===== src/rtl/fir_uart_pkg.sv =====
// fir_uart_pkg: shared types and constants for the FIR-to-UART transmit packer.
package fir_uart_pkg;
    localparam int SAMPLE_W = 16;
    localparam logic [SAMPLE_W-1:0] SAT_POS = 16'h7FFF;
    localparam logic [SAMPLE_W-1:0] SAT_NEG = 16'h8000;
    typedef enum logic [2:0] {IDLE, START0, ACK0, DONE0, START1, ACK1, DONE1} state_t;
endpackage


===== src/rtl/fir_uart_tx_packer_sync_fifo.sv =====
// sync_fifo: single-clock FIFO; a push into a full FIFO is accepted when a pop happens in the same cycle.
module sync_fifo #(
    parameter int W = 16,
    parameter int DEPTH = 4
) (
    input  logic                       clk,
    input  logic                       rst,
    input  logic                       push,
    input  logic                       pop,
    input  logic [W-1:0]               din,
    output logic [W-1:0]               dout,
    output logic [$clog2(DEPTH):0]     count,
    output logic                       full,
    output logic                       empty
);
    localparam int AW = $clog2(DEPTH);
    localparam int CW = AW + 1;
    logic [W-1:0] mem [DEPTH];
    logic [AW-1:0] wr_ptr, rd_ptr;
    logic do_push, do_pop;

    assign full = count == CW'(DEPTH);
    assign empty = count == '0;
    assign do_push = push && (!full || pop);
    assign do_pop = pop && !empty;
    assign dout = mem[rd_ptr];

    always_ff @(posedge clk) begin
        if (do_push) mem[wr_ptr] <= din;
    end

    always_ff @(posedge clk) begin
        if (rst) begin
            wr_ptr <= '0;
            rd_ptr <= '0;
            count <= '0;
        end else begin
            if (do_push) wr_ptr <= wr_ptr + 1'b1;
            if (do_pop) rd_ptr <= rd_ptr + 1'b1;
            count <= count + CW'(do_push) - CW'(do_pop);
        end
    end
endmodule


===== src/rtl/fir_uart_tx_packer.sv =====
// fir_uart_tx_packer: slices/saturates FIR results to 16 bits, queues them and
// sends each sample as two bytes through the async_transmitter start/busy handshake.
module fir_uart_tx_packer
    import fir_uart_pkg::*;
#(
    parameter int IN_W = 38,
    parameter int SLICE_LSB = 8,
    parameter int SAT_EN = 1,
    parameter int FIFO_DEPTH = 4,
    parameter int HI_FIRST = 0
) (
    input  logic                          clk,
    input  logic                          rst,
    input  logic                          out_valid,
    input  logic [IN_W-1:0]               fir_out,
    input  logic                          tx_busy,
    output logic                          tx_start,
    output logic [7:0]                    tx_data,
    output logic [$clog2(FIFO_DEPTH):0]   fifo_count,
    output logic                          overflow,
    output logic                          idle
);
    localparam int UW = IN_W - SLICE_LSB - 15;
    state_t state, next;
    logic [UW-1:0] upper;
    logic [SAMPLE_W-1:0] slice, sample, head, hold;
    logic [7:0] first, second;
    logic pop, full, empty, sat, unused_bits;

    // Upper bits must all equal the slice sign bit, otherwise the value does not fit.
    assign slice = fir_out[SLICE_LSB +: SAMPLE_W];
    assign upper = fir_out[IN_W-1 : SLICE_LSB+15];
    assign sat = (SAT_EN != 0) && (|upper) && !(&upper);
    assign sample = sat ? (fir_out[IN_W-1] ? SAT_NEG : SAT_POS) : slice;
    assign unused_bits = ^fir_out;

    assign pop = state == IDLE && !empty && !tx_busy;
    assign first = (HI_FIRST != 0) ? head[15:8] : head[7:0];
    assign second = (HI_FIRST != 0) ? hold[7:0] : hold[15:8];
    assign idle = state == IDLE && empty;

    sync_fifo #(.W(SAMPLE_W), .DEPTH(FIFO_DEPTH)) fifo (
        .clk(clk),
        .rst(rst),
        .push(out_valid),
        .pop(pop),
        .din(sample),
        .dout(head),
        .count(fifo_count),
        .full(full),
        .empty(empty)
    );

    always_comb begin
        next = state;
        case (state)
            IDLE:    next = pop ? START0 : IDLE;
            START0:  next = ACK0;
            ACK0:    next = tx_busy ? DONE0 : ACK0;
            DONE0:   next = tx_busy ? DONE0 : START1;
            START1:  next = ACK1;
            ACK1:    next = tx_busy ? DONE1 : ACK1;
            DONE1:   next = tx_busy ? DONE1 : IDLE;
            default: next = IDLE;
        endcase
    end

    // tx_start/tx_data are registered off the transition so the pulse lines up with START0/START1.
    always_ff @(posedge clk) begin
        if (rst) begin
            state <= IDLE;
            tx_start <= 1'b0;
            tx_data <= '0;
            hold <= '0;
            overflow <= 1'b0;
        end else begin
            state <= next;
            tx_start <= next == START0 || next == START1;
            if (pop) begin
                hold <= head;
                tx_data <= first;
            end else if (state == DONE0 && !tx_busy) begin
                tx_data <= second;
            end
            if (out_valid && full && !pop) overflow <= 1'b1;
        end
    end
endmodule


===== config.mk =====
export PLATFORM = sky130hd
export DESIGN_NAME = fir_uart_tx_packer
export DESIGN_NICKNAME = d
export VERILOG_FILES = /design/src/rtl/fir_uart_pkg.sv /design/src/rtl/fir_uart_tx_packer_sync_fifo.sv /design/src/rtl/fir_uart_tx_packer.sv
export SDC_FILE = /design/constraint.sdc
export NUM_CORES = 1
export LEC_CHECK = 0
export ABC_CLOCK_PERIOD_IN_PS = 3990
export BUFFER_PORTS_ARGS = -buffer_cell sky130_fd_sc_hd__clkbuf_2
export CAP_MARGIN = 20
export CORE_UTILIZATION = 50
export DETAILED_ROUTE_END_ITERATION = 8
export MAX_ROUTING_LAYER = met4
export PLACE_DENSITY = 0.67
export SYNTH_ARGS = -nofsm -noshare
export SYNTH_HDL_FRONTEND = slang
export SYNTH_HIERARCHICAL = 1
export SYNTH_SLANG_ARGS = --single-unit

===== constraint.sdc =====
create_clock -name clk -period 3.99 [get_ports clk]
set_clock_uncertainty 0.05 [all_clocks]
set_input_delay 0.399 -clock clk [delete_from_list [all_inputs] [get_ports clk]]
set_output_delay 0.399 -clock clk [all_outputs]
set_load 0.02 [all_outputs]

==> results.toml <==
[route]
drt_iter0_drc = 104
top_layer = "met4"
routed_wl_um = 7020
dr_wl_met3_um = 317
via_per_inst = 5.39
firstDrtPassIters = 5
wl_met2_um = 3470
drc = 0
num_vias = 2335
ant_nets = 0
met1_length_um = 3150
wl_per_cell_um = 16.2

[timing]
setup_slack_ps = 763
timing.final.crit_period_ps = 3230
final-setup-viol-count = 0
finalHoldViolCount = 0
tightest_slew_ps = 769
relSlewSlack_pct = 48.7
max_freq_mhz = 310
whs_ps = 277
fin_tns_setup_ps = 0
grt_setup_unrepaired = "false"
finalMaxSlewViolations = 0
period_share_pct = 80.9

[logic_synthesis]
syn-num-nets = 331
synth-simple-area-share_pct = 10.5
synth-xor-area-share_pct = 0.671
synthMuxAreaShare_pct = 9.85
syn_avg_cell_area_sq_um = 13.9
synth_top_area_share_pct = 49.1
synth_area_sq_mm = 0.00391
synth_fa_ha_area_share_pct = 2.43
synth_top_cells_by_area = "edfxtp_1, dfxtp_1, mux4_2"
synth_compound_gate_area_share_pct = 8.47
ys.warnings.count = 6
synth_seq_cells = 94
syn_inst = 282
ys_seq_area_share_pct = 64.5
synth_top_cell_by_area = "edfxtp_1"
synth_top_family_by_area = "simple AND/OR/NAND/NOR gates"
synthDistinctLibCells = 44

[power]
power_density_mw_per_mm2 = 575
ir_worst_vdd_uv = 216
p_leak_nw = 1.59
p_total_mw = 2.53

[critical_path]
crit_chain = "nor3_1, buf_4, nor3_2, nand2_1, clkinv_1, inv_1, a21boi_2, inv_1, ha_1, inv_1, ha_1, fa_1, xnor2_1, xnor2_1, nor2_1"
crit_family = "adder cells"
crit_path_max_incr_delay_ps = 450
critPathSlowestCell = "dfxtp_1"
path_max_fanout = 10
cp-end-kind = "flip-flop"
critPathKind = "flip-flop to flip-flop"
crit_buf_inv = 5
cp-start-kind = "flip-flop"
worst_path_most_repeated_cell = "inv_1"
cp_data_arrival_time_ps = 3400
cp_data_required_time_ps = 4160

[cts]
clkLatencyLatePin_ps = 350
clock-sinks = 94
cts_buffers = 9
cts.repair.resized = 0
cts_max_level = 3
root_buffer = "clkbuf_8"
clk_pin_slew_ps = 90
cts_setup_buffers = 0
tritoncts = "built"
clock_path_buffers = 2
ctsHoldBuffers = 0

[global_routing]
overflow = 0
antenna_found_initial = 0
grt_max_degree = 32
grt_pass1_vias = 2315
grt_first_pass_wirelength_um = 11600
grt_use_total_pct = 19.0

[floorplanning]
initial_core_util_pct = 52.8
core-area_sq_mm = 0.00741
ios = 56
die_y_um = 90.5
dieWidth_um = 90.5
fp-row-count = 31
die_area_sq_mm = 0.00819

[placement]
hpwl_um = 4720
gp_congestion = 0.740
dp_slack_ps = 756
io_buffers = 47
placed_cell_area_sq_mm = 0.00420

[outcome]
outcome = "finished, final reports clean"

[hold_path]
hp-class = "input port to flip-flop"

[finish]
diodes = 0
drive_above_1_share_pct = 27.2
nFillCells = 605
multiInputGateArea_sq_mm = 0.00125
seq_area_sq_mm = 0.00252
stdcell_area_sq_mm = 0.00440
finalNetCount = 378
area_growth_pct = 12.4

[job]
maxCapViolCount = 0
cell families (layout without fill, tap and decap cells):
group	count (synthesis)	after routing
adders and majority gates	7	7
AOI/OAI and AO/OA	53	53
and+or+nand+nor	82	82
buffers and inverters	25	77
muxes	18	18
xor gates and xnor gates	3	3
DFF	94	94
synth_stat cells (all sizes together):
cell and number:
inv 9, mux4 16, nor3b 1, nor3 4, mux2 1, xor2 1
nor2 18, a21boi 2, nor4b 1, nor4 4, a21o 1, nand2 34
a21oi 13, a31oi 1, edfxtp 64, nor2b 2, clkbuf 6, mux2i 1
fa 1, nand3 2, ha 6, a22o 3, dfxtp 30, or3 3
xnor2 2, and4 1, nand4 3, a211oi 5, buf 9, o31ai 1
o21ai 18, a22oi 3, nand2b 4, and2 5, clkinv 1, o22ai 5
o21bai 1
path summary, 6_finish.rpt:
| path | cells past startpoint | endpoint | slack, ps | start |
|---|---|---|---|---|
| hold reg to reg | 2 | hold[14]$_SDFFE_PP0N_ | 420 | hold[14]$_SDFFE_PP0N_ |
| setup / recovery | 15 | fifo/count[2]$_SDFF_PP0_ | 760 | fifo/count[1]$_SDFF_PP0_ |
| setup reg to reg | 15 | fifo/count[2]$_SDFF_PP0_ | 760 | fifo/count[1]$_SDFF_PP0_ |
| hold / removal | 3 | overflow$_SDFFE_PP0P_ | 280 | out_valid |
through the flow:
step	util, %	std cells
floorplan	-	282
global placement	56.7	417
detailed placement	56.7	417
CTS	59.4	433
global route	59.4	433
finish	59.4	433
layout make-up:
cell class	instances	area share (%)
sequential	94	57.4
multi-input combinational	163	28.4
timing repair buffer	51	6.03
clock buffer	10	3.13
tap	99	2.82
clock inverter	6	1.39
inverter	10	0.853
worst min-delay path: stages:
cell	delay (ps)
clkbuf_2	100
a31oi_1	70
nor2_1	70
report_power, final:
group,internal [mW],leakage (nW),switching [mW]
combinational,0.284,0.665,0.345
sequential,1.19,0.832,0.0947
clock,0.304,0.0936,0.313
flip-flops by register name, summed over array words and instances (netlist names), named ones only:
signal and count:
fifo/count 3, fifo/rd_ptr 2, hold 8, tx_start 1, overflow 1, tx_data 8, fifo/mem 64, fifo/wr_ptr 2
state 3
layout by cell type (no fill, tap or decap), drive strengths merged:
| cell | count |
|---|---|
| a211oi | 5 |
| a21boi | 2 |
| a21o | 1 |
| a21oi | 13 |
| a22o | 3 |
| a22oi | 3 |
| a31oi | 1 |
| and2 | 5 |
| and4 | 1 |
| buf | 4 |
| bufinv | 1 |
| clkbuf | 57 |
| clkinv | 4 |
| clkinvlp | 2 |
| dfxtp | 30 |
| edfxtp | 64 |
| fa | 1 |
| ha | 6 |
| inv | 9 |
| mux2 | 1 |
| mux2i | 1 |
| mux4 | 16 |
| nand2 | 34 |
| nand2b | 4 |
| nand3 | 2 |
| nand4 | 3 |
| nor2 | 18 |
| nor2b | 2 |
| nor3 | 4 |
| nor3b | 1 |
| nor4 | 4 |
| nor4b | 1 |
| o21ai | 18 |
| o21bai | 1 |
| o22ai | 5 |
| o31ai | 1 |
| or3 | 3 |
| xnor2 | 2 |
| xor2 | 1 |
routing by layer:
layer  GRT usage, %  up-vias
met5              -        -
met4           7.26        0
met3           3.03        7
met2           30.6       58
met1           24.4     1123
li1               -     1147
Note: power is estimated with default switching activity, not from simulation.
